<file path="src/rtl/keccak_block_padder.sv">
// rtl/keccak_block_padder.sv - SHA-3 input stage: packs 32-bit words into rate blocks and applies pad10*1
//
// Purpose
//   Collects message words into a RATE_WORDS x 32-bit rate block, pads the final
//   word (PAD_FIRST after the last message byte, PAD_LAST in the last byte of the
//   final block) and hands each full block to the permutation with an
//   o_out_ready / i_f_ack handshake. After the final block is consumed the stage
//   refuses input until reset.
//
// Ports
//   i_clk          clock
//   i_reset        synchronous active-high reset
//   i_in           message word, byte 0 in bits [31:24]
//   i_byte_num     valid bytes in a last word (0..3), from the MSB down
//   i_is_last      word is the final one of the message
//   i_in_ready     word valid
//   o_buffer_full  1 = the word presented this cycle is not accepted
//   o_out          rate block, word 0 in the top 32 bits
//   o_out_ready    o_out holds a complete block
//   o_last_block   qualifies o_out_ready: this is the final padded block
//   i_f_ack        permutation has consumed o_out

module keccak_block_padder #(
    parameter int         RATE_WORDS = 18,
    parameter logic [7:0] PAD_FIRST  = 8'h06,
    parameter logic [7:0] PAD_LAST   = 8'h80
) (
    input  logic                      i_clk,
    input  logic                      i_reset,
    input  logic [31:0]               i_in,
    input  logic [1:0]                i_byte_num,
    input  logic                      i_is_last,
    input  logic                      i_in_ready,
    output logic                      o_buffer_full,
    output logic [RATE_WORDS*32-1:0]  o_out,
    output logic                      o_out_ready,
    output logic                      o_last_block,
    input  logic                      i_f_ack
);

    localparam int CNT_W = $clog2(RATE_WORDS + 1);
    localparam int IDX_W = $clog2(RATE_WORDS);

    localparam logic [CNT_W-1:0] FULL_CNT = CNT_W'(RATE_WORDS);
    localparam logic [CNT_W-1:0] LAST_IDX = CNT_W'(RATE_WORDS - 1);
    localparam logic [CNT_W-1:0] CNT_ONE  = CNT_W'(1);

    typedef enum logic [1:0] {
        ABSORB    = 2'd0,
        PAD       = 2'd1,
        WAIT_LAST = 2'd2,
        DONE      = 2'd3
    } state_t;

    state_t           r_state;
    logic [CNT_W-1:0] r_cnt;
    logic [31:0]      r_buf [RATE_WORDS];

    logic             w_full;
    logic             w_at_last_slot;
    logic [IDX_W-1:0] w_idx;

    assign w_full         = (r_cnt == FULL_CNT);
    assign w_at_last_slot = (r_cnt == LAST_IDX);
    assign w_idx          = r_cnt[IDX_W-1:0];

    assign o_buffer_full  = w_full | (r_state != ABSORB);
    assign o_out_ready    = w_full;
    assign o_last_block   = w_full & (r_state == WAIT_LAST);

    // Keeps the first nb bytes, places PAD_FIRST right after them and zeroes the
    // rest. When the word is also the last slot of the block the closing pad bit
    // lands in byte 3, possibly in the same byte as PAD_FIRST.
    function automatic logic [31:0] pad_word(
        input logic [31:0] d,
        input logic [1:0]  nb,
        input logic        last_slot
    );
        logic [31:0] w;
        case (nb)
            2'd0:    w = {PAD_FIRST, 24'h000000};
            2'd1:    w = {d[31:24], PAD_FIRST, 16'h0000};
            2'd2:    w = {d[31:16], PAD_FIRST, 8'h00};
            default: w = {d[31:8], PAD_FIRST};
        endcase
        if (last_slot) begin
            w[7:0] = w[7:0] | PAD_LAST;
        end
        return w;
    endfunction

    always_ff @(posedge i_clk) begin
        if (i_reset) begin
            r_state <= ABSORB;
            r_cnt   <= '0;
            for (int i = 0; i < RATE_WORDS; i++) begin
                r_buf[i] <= '0;
            end
        end else begin
            case (r_state)
                ABSORB: begin
                    if (w_full) begin
                        // Block is held until acknowledged; the refill starts
                        // on the following cycle, never in the ack cycle.
                        if (i_f_ack) begin
                            r_cnt <= '0;
                        end
                    end else if (i_in_ready) begin
                        r_cnt <= r_cnt + CNT_ONE;
                        if (i_is_last) begin
                            r_buf[w_idx] <= pad_word(i_in, i_byte_num, w_at_last_slot);
                            r_state      <= w_at_last_slot ? WAIT_LAST : PAD;
                        end else begin
                            r_buf[w_idx] <= i_in;
                        end
                    end
                end

                PAD: begin
                    // Zero-fill the remainder of the final block, one word per
                    // cycle, closing it with PAD_LAST in the last byte.
                    r_buf[w_idx] <= w_at_last_slot ? {24'h000000, PAD_LAST} : 32'h0;
                    r_cnt        <= r_cnt + CNT_ONE;
                    if (w_at_last_slot) begin
                        r_state <= WAIT_LAST;
                    end
                end

                WAIT_LAST: begin
                    if (w_full && i_f_ack) begin
                        r_cnt   <= '0;
                        r_state <= DONE;
                    end
                end

                DONE: begin
                    r_state <= DONE;
                end

                default: begin
                    r_state <= ABSORB;
                end
            endcase
        end
    end

    always_comb begin
        o_out = '0;
        for (int i = 0; i < RATE_WORDS; i++) begin
            o_out[RATE_WORDS*32-1-32*i -: 32] = r_buf[i];
        end
    end

endmodule

</file>
<file path="config.mk">
export PLATFORM = sky130hd
export DESIGN_NAME = keccak_block_padder
export DESIGN_NICKNAME = d
export VERILOG_FILES = /design/src/rtl/keccak_block_padder.sv
export SDC_FILE = /design/constraint.sdc
export NUM_CORES = 1
export LEC_CHECK = 0
export BUFFER_PORTS_ARGS = -buffer_cell sky130_fd_sc_hd__clkbuf_2
export CAP_MARGIN = 15
export CORE_AREA = 2 2 240 242
export DETAILED_ROUTE_END_ITERATION = 12
export DIE_AREA = 0 0 242 244
export SLEW_MARGIN = 25
export SYNTH_ARGS = -nofsm -noshare
export SYNTH_HDL_FRONTEND = slang
export SYNTH_SLANG_ARGS = --single-unit
</file>
<file path="constraint.sdc">
create_clock -name i_clk -period 6.8 [get_ports i_clk]
set_clock_uncertainty 0.1 [all_clocks]
set_input_delay 0.68 -clock i_clk [delete_from_list [all_inputs] [get_ports i_clk]]
set_output_delay 0.68 -clock i_clk [all_outputs]
set_load 0.02 [all_outputs]
</file>
[Yosys cells after proc, flatten, opt, wreduce, memory -nomap -nowiden]
Memory sizes are Yosys's and may differ from the RTL's.
Cells that the tools add are included.
Word-level totals
  register bits: 7
  RAM bits: 576
  input bits: 39
  output and inout port bits: 579
  word-level logic and storage cells: 77
  memories: 1
Memory list
  r_buf: depth 18, bits a word 32, read ports 18, clocked after memory_dff 0, write ports 18, RTL line 57  | logic [31:0] r_buf [RATE_WORDS];
Operators by class
  add/subtract/negate cells: 1
  equality and inequality tests: 14
  multiplexer cells: 47
  bitwise operators: 4
  reduce and logical (&&, ||, !) cells: 8
Operators with widths (number)
  two-way mux 32 bit: 8
  case mux 32 bit (3 select lines): 1
  two-way mux 8 bit: 7
  OR reduction 32 bit: 1
  two-way mux 5 bit: 5
  two-way mux 1 bit: 18
  case mux 5 bit (3 select lines): 1
  two-way mux 2 bit: 6
  equality test 5 bit (second input constant): 2
  inequality test 2 bit (second input constant): 4
  case mux 2 bit (4 select lines): 1
  equality test 2 bit (second input constant): 3
  inequality test 3 bit (second input constant): 2
  adder 5 x 1 -> 5 bit (second input constant): 1
  AND reduction 5 bit: 1
  equality test 2 x 1 -> 1 bit (second input constant): 2
  zero test 2 bit: 2
  AND reduction 4 bit: 1
  OR 1 bit: 3
  nonzero test 3 bit: 1
  inequality test 2 x 1 -> 1 bit (second input constant): 1
  nonzero test 2 bit: 1
  bitwise AND 1 bit: 1
  logical AND 1 bit: 1

[Logic depth before layout (Yosys ltp)]
Gate-level depths: netlist (run 1).
  depth after elaboration: 16
  mapped depth: 11
  depth with buffers taken out: 9

[Worst setup path before layout (run 1)]
No wires, ideal clock.
  path kind: register to register
  start: register r_cnt[0]
  end: memory r_buf[2][0] (enable)
  setup time: 0.466 ns
  data arrival time: 4.121 ns
  required time: 6.234 ns
  slack: 2.114 ns
  stages on the path, launching flop included: 10
  buffers on the path: 2
  period minus slack after synthesis: 4.686 ns
  cells stage by stage: dfxtp_1 inv_1 ha_1 nand4bb_1 buf_4 inv_2 o21ai_1 nand3_1 clkbuf_1 o21ai_0
RTL lines
  start: declaration: RTL line 56  | logic [CNT_W-1:0] r_cnt;
  start signal: assignment: RTL line 109  | r_cnt <= r_cnt + CNT_ONE;
  start signal: assignment: RTL line 123  | r_cnt <= r_cnt + CNT_ONE;
  end: declaration: RTL line 57

==> results.toml, run 1 <==
[worst_setup_path]
worstSetupStartpoint = "r_cnt[2]$_SDFFE_PP0P_"
worst_setup_path_start_kind = "flip-flop"
crit_fanout = 33
critPathKind = "flip-flop to flip-flop"
crit_arrival_ns = 4.38
cp-end-kind = "flip-flop"
reg2reg_from = "r_cnt[2]$_SDFFE_PP0P_"
crit_required_ns = 7.00

[synthesis]
netlist_instances = 1500
avgSynthCellArea_um2 = 14.4
ys.flop_type = "edfxtp_1"
yosys.area.top_type = "edfxtp_1"
yosys_warnings = 0
synth_edf_count = 576
yosysUniqueCellTypes = 47
ys_ff_latch = 583
synth_top_area_share = 0.800
yosysSeqAreaShare = 0.806
synthArstFlopShare = 0
netlist_area_um2 = 21600
syn_nets = 1546
synthTopCellsByArea = "edfxtp_1, nor2_1, nor3_1, clkbuf_1, nand3_1"

[detailed_routing]
drc = 0
postRouteAntennaNets = 0
drt_iter0_markers = 1319
vias_per_cell = 5.24
wire_per_inst_um = 27.3
wl_met2_um = 39600
vias = 15255
totalWireLength_um = 79400
wl_met3_um = 7220
top_layer = "met5"
drt-met1-wl_um = 30200
first_pass_iters = 5

[floorplanning]
rows = 87
fp.coreArea_um2 = 56200
pin_count = 618
start_util = 0.385
die_height_um = 244
die_x_um = 242
dieArea_um2 = 59000

[clock_tree]
numClockSinks = 583
cts_buffers = 59
cts.path.max_buffers = 3
cts_htree_levels = 2
clk_latency_ns = 0.62
post_cts_buffers = 0
cts_tree = "done"
root_buffer = "clkbuf_16"
holdBufCountCts = 0
clk_pin_slew_ns = 0.06
cts_resized = 0

[cells_and_area]
layout-drive-gt1-share = 0.368
fin_nets = 2151
nFillCells = 4948
utilization = 0.497
area.growth.synth_to_final_pct = 29.1

[sta]
rsz0062_at_grt = "no"
tns_ns = 0
fin_crit_ns = 4.18
finalCritPeriodShare = 0.615
finalHoldViolCount = 0
max_freq_mhz = 239
max_slew.worst_pin.slew_ns = 1.09
slew_violations = 0
worst_slack_ns = 2.62
relSlewSlack = 0.273
setup_viol = 0
whs_ns = 0.391

[power_and_ir_drop]
clkPwrFrac = 0.383
power.density_nw_per_um2 = 308
seqPwrFrac = 0.486
combPwrFrac = 0.131
peakVddDrop_uv = 227
switching_share = 0.274
leakage_nw = 11.0
intPower_mw = 6.24
p_sw_mw = 2.35

[global_route]
grt_pass1_wl_um = 110000
gr-total-overflow = 0
grt_max_degree = 94
grt_use_total = 0.261
grt_pass1_vias = 14508
antenna_found_initial = 1

[worst_hold_path]
worstHoldStart = "i_in[23]"
min_path_type = "input port to flip-flop"

[place]
dp_slack_ns = 2.42
dp_hpwl_um = 55200
io_buffers = 617
routabilityCongestion = 0.871

[flow_run]
maxCapViolations = 0

[run_status]
outcome = "finished, final reports clean"
==> cells by family (layout without fill, tap and decap cells) <==
kind of cell,count (synthesis),count (layout),synth area share
DFF,583,583,0.806
adders and majority gates,7,7,0.00405
muxes,4,4,0.00191
AOI/OAI and AO/OA,47,47,0.0152
and+or+nand+nor,699,699,0.144
buffers and inverters,160,815,0.0288
other,0,1,0
==> cell usage after synthesis, types with 2 or more instances <==
cell type	n
a32oi_1	2
nor4bb_1	2
o21ai_1	5
nor4_1	5
dfxtp_1	7
o32ai_1	4
a21oi_1	3
and3_1	7
nor4_4	2
buf_2	15
nand2_1	60
and2_1	15
o211ai_1	3
buf_1	3
or2_2	2
and4_1	2
mux2i_1	3
a22oi_1	3
nand2b_1	3
nor2_1	349
o21ai_0	15
ha_1	7
a211oi_1	2
inv_1	43
clkbuf_1	97
nand3_1	46
edfxtp_1	576
a21bo_2	2
nor3b_1	3
nor3_1	193
nand4_1	4
a31oi_1	2
==> layout by cell type (no fill, tap or decap), types with 5 or more instances in the layout <==
cell type  synthesis  final
and2_1            15     15
and3_1             7      7
buf_16             0      8
buf_4              1     34
bufinv_16          0      8
clkbuf_1          97     11
clkbuf_16          0     59
clkbuf_2           0    617
clkinv_1           0     13
clkinv_2           0     14
dfxtp_1            7      7
edfxtp_1         576    576
ha_1               7      7
inv_1             43     42
nand2_1           60     48
nand2_2            0      8
nand3_1           46     45
nor2_1           349    349
nor3_1           193    193
o21ai_0           15      5
o21ai_4            0     14
==> through the flow <==
step                      total power, mW  cells  area (um2)
after floorplan                      4.85   1500       21600
after global placement               5.33   2791       25700
after detailed placement             5.36   2796       25900
after CTS                            8.62   2907       27800
after global routing                 8.82   2911       27900
final                                8.59   2912       27900
==> registers in the layout, indices dropped and copies added, names as in the netlist <==
register	count
r_buf	576
r_cnt	5
r_state	2
==> power by group through the flow <==
stage	combinational (mW)	clock [mW]	sequential (mW)
after floorplan	0.421	0	4.43
after global placement	1.09	0	4.25
after detailed placement	1.11	0	4.25
after CTS	1.12	3.33	4.18
after global routing	1.18	3.45	4.18
final	1.13	3.29	4.17
==> worst max-delay path: stages (launching register included) <==
cell	delay (ns)
dfxtp_1	0.72
nand4bb_1	0.42
inv_2	0.26
o21ai_1	0.80
nand3_1	0.15
buf_4	0.29
nand2_1	0.67
buf_4	0.39
==> layer usage <==
metal	vias up	global-route usage
met5	-	0
met4	2	0.0770
met3	116	0.0668
met2	857	0.443
met1	7677	0.331
li1	6603	-
==> final cells by class <==
cell class / count / area, um2 / share of cell area
antenna: 1 / 2.50 / 0.0000896
clock buffer: 70 / 1520 / 0.0543
clock inverter: 41 / 430 / 0.0154
inverter: 44 / 165 / 0.00591
multi-input combinational: 757 / 3860 / 0.138
sequential: 583 / 17400 / 0.624
tap: 756 / 946 / 0.0339
timing repair buffer: 660 / 3570 / 0.128
==> worst paths after layout <==
path                                                     to  slack, ns  cells past startpoint
worst max register to register  r_buf[16][30]$_SDFFCE_PN0P_       2.62                      7
worst min register to register      r_state[0]$_SDFFE_PP0P_       0.42                      2
worst min-delay path             r_buf[9][23]$_SDFFCE_PN0P_       0.39                      3
worst max-delay path            r_buf[16][30]$_SDFFCE_PN0P_       2.62                      7
(Power assumes the default switching activity.)
==> run 2, diff against run 1 <==
Clock period 6.8 ns to 4.17 ns, I/O delays scaled along.
==> run 2 against run 1 <==
  * Cell area rose by 0.53%
  * Sequential power is 63% higher
  * Flip-flop and latch count stayed put
  * Global-route usage up 0.40 points
  * Combinational power grew 65%
  * Die area unchanged
  * First-iteration DRC count rose by 18%
  * Register-to-register slack worse by 1.9 ns
  * Total power is 67% higher
  * Clock power increased by 72%
  * Wire length grew 1.2%
  * Cell count increased by 0.55%
  * Critical endpoint is now r_buf[9][11]$_SDFFCE_PN0P_
  * Largest power group unchanged
==> results.toml, run 2 (synthesis results as in run 1) <==
[run_status]
outcome = "finished, final reports clean"

[cells_and_area]
reg.largest.list = "r_buf x576, r_cnt x5, r_state x2"
fin_nets = 2170
fin_cells = 2928
final_cell_mix = "clkbuf_2, edfxtp_1, nor2_1, nor3_1, clkbuf_16"
final_common_cell = "clkbuf_2"
layout-drive-gt1-share = 0.368
top_register = "r_buf"
area.growth.synth_to_final_pct = 29.8
antennaDiodeCount = 0
largest_reg_flops = 576

[sta]
finalHoldViolCount = 0
finalCritPeriodShare = 0.826
fin_crit_ns = 3.44
slew_violations = 0
rsz0062_at_grt = "no"
max_slew.worst_pin.slew_ns = 1.04
max_freq_mhz = 290
setup_viol = 0
worst_slack_ns = 0.726
relSlewSlack = 0.301

[worst_setup_path]
crit_fanout = 29
crit_required_ns = 4.32
crit_arrival_ns = 3.59
cp_cell_sequence = "inv_1 > ha_1 > a21oi_1 > or4_2 > o21ai_4 > buf_4"
cp-end-kind = "flip-flop"
critPathKind = "flip-flop to flip-flop"
worst_setup_path_start_kind = "flip-flop"
crit_slowest_cell = "or4_2"
cpPeakStageDelay_ns = 1.05

[detailed_routing]
postRouteAntennaNets = 0
first_pass_iters = 5
wire_per_inst_um = 27.4
totalWireLength_um = 80300
drt_iter0_markers = 1555
vias = 15544
drc = 0
vias_per_cell = 5.31

[power_and_ir_drop]
peakVddDrop_uv = 331
fin_total_pwr_mw = 14.3
power.density_nw_per_um2 = 511
leakage_nw = 11.0

[clock_tree]
holdBufCountCts = 0
cts_buffers = 60
cts_resized = 0
cts_tree = "done"
cts_htree_levels = 2
root_buffer = "clkbuf_16"
cts.path.max_buffers = 3
clk_pin_slew_ns = 0.06
numClockSinks = 583
post_cts_buffers = 0
clk_latency_ns = 0.61

[place]
io_buffers = 617
placed_cells = 2818
dp_slack_ns = 0.771
routabilityCongestion = 0.905
dp_hpwl_um = 55800

[floorplanning]
die_height_um = 244
dieArea_um2 = 59000
fp.coreArea_um2 = 56200
start_util = 0.385
pin_count = 618
die_x_um = 242
rows = 87

[flow_run]
maxCapViolations = 0

[global_route]
grt_pass1_vias = 14891
antenna_found_initial = 2
grt_max_degree = 94
grt_use_total = 0.265
grt_pass1_wl_um = 112000
gr-total-overflow = 0

[worst_hold_path]
min_path_type = "input port to flip-flop"
run 2: changes by cell type in the layout (fill, tap and decap cells not counted), moves of 4 or more:
cell       delta
clkinv_1      +4
clkinv_2      -8
buf_16        -8
nand2_1       +6
buf_4        +20
inv_6         -4
bufinv_16     +4
nand2_2       -5
buf_12        +7
run 2: cell type report:
cell class                 instances  area (um2)
fill                            4862       28100
timing repair buffer             678        3630
clock inverter                    40         527
sequential                       583       17400
tap                              756         946
inverter                          44         165
multi-input combinational        757        3830
clock buffer                      70        1540
run 2: critical path, delay by kind of cell, from the launching register on:
kind,cells,cell delay [ns]
buffers and inverters,2,0.55
flip-flops,1,0.33
adder cells (fa/ha/maj),1,0.40
AO/OA/AOI/OAI,2,0.61
AND/OR/NAND/NOR,1,1.05
run 2: power breakdown:
| part | total (mW) | switching, mW | leakage (nW) | internal, mW |
|---|---|---|---|---|
| sequential | 6.81 | 0.119 | 6.00 | 6.69 |
| combinational | 1.87 | 1.47 | 4.04 | 0.398 |
| clock | 5.66 | 2.29 | 0.993 | 3.38 |
| total | 14.3 | 3.88 | 11.0 | 10.5 |
run 2: path summary, 6_finish.rpt:
check | startpoint | endpoint | slack [ns] | cells after the start
max | r_state[1]$_SDFFE_PP0P_ | r_buf[9][11]$_SDFFCE_PN0P_ | 0.73 | 6
min | i_in[17] | r_buf[15][17]$_SDFFCE_PN0P_ | 0.12 | 3
max reg2reg | r_state[1]$_SDFFE_PP0P_ | r_buf[9][11]$_SDFFCE_PN0P_ | 0.73 | 6
min reg2reg | r_state[0]$_SDFFE_PP0P_ | r_state[0]$_SDFFE_PP0P_ | 0.41 | 2
run 2: per-layer routing:
layer / vias to the layer above / part of all wire / GRT usage / wire (um)
li1: 6637 / - / - / -
met1: 7816 / 0.39 / 0.349 / 31400
met2: 945 / 0.48 / 0.430 / 38500
met3: 146 / 0.085 / 0.0554 / 6870
met4: 0 / 0.045 / 0.111 / 3580
met5: - / 0 / 0 / 0
run 2: through the flow:
step | cell area (um2) | util | hold slack, ns | setup TNS, ns
global placement | 26000 | 0.463 | 0.399 | 0
global route | 28100 | 0.500 | 0.109 | 0
floorplan | 21600 | - | 0.373 | -92.49
CTS | 28100 | 0.500 | 0.0991 | 0
detailed placement | 26000 | 0.463 | 0.408 | 0
finish | 28100 | 0.500 | 0.121 | 0
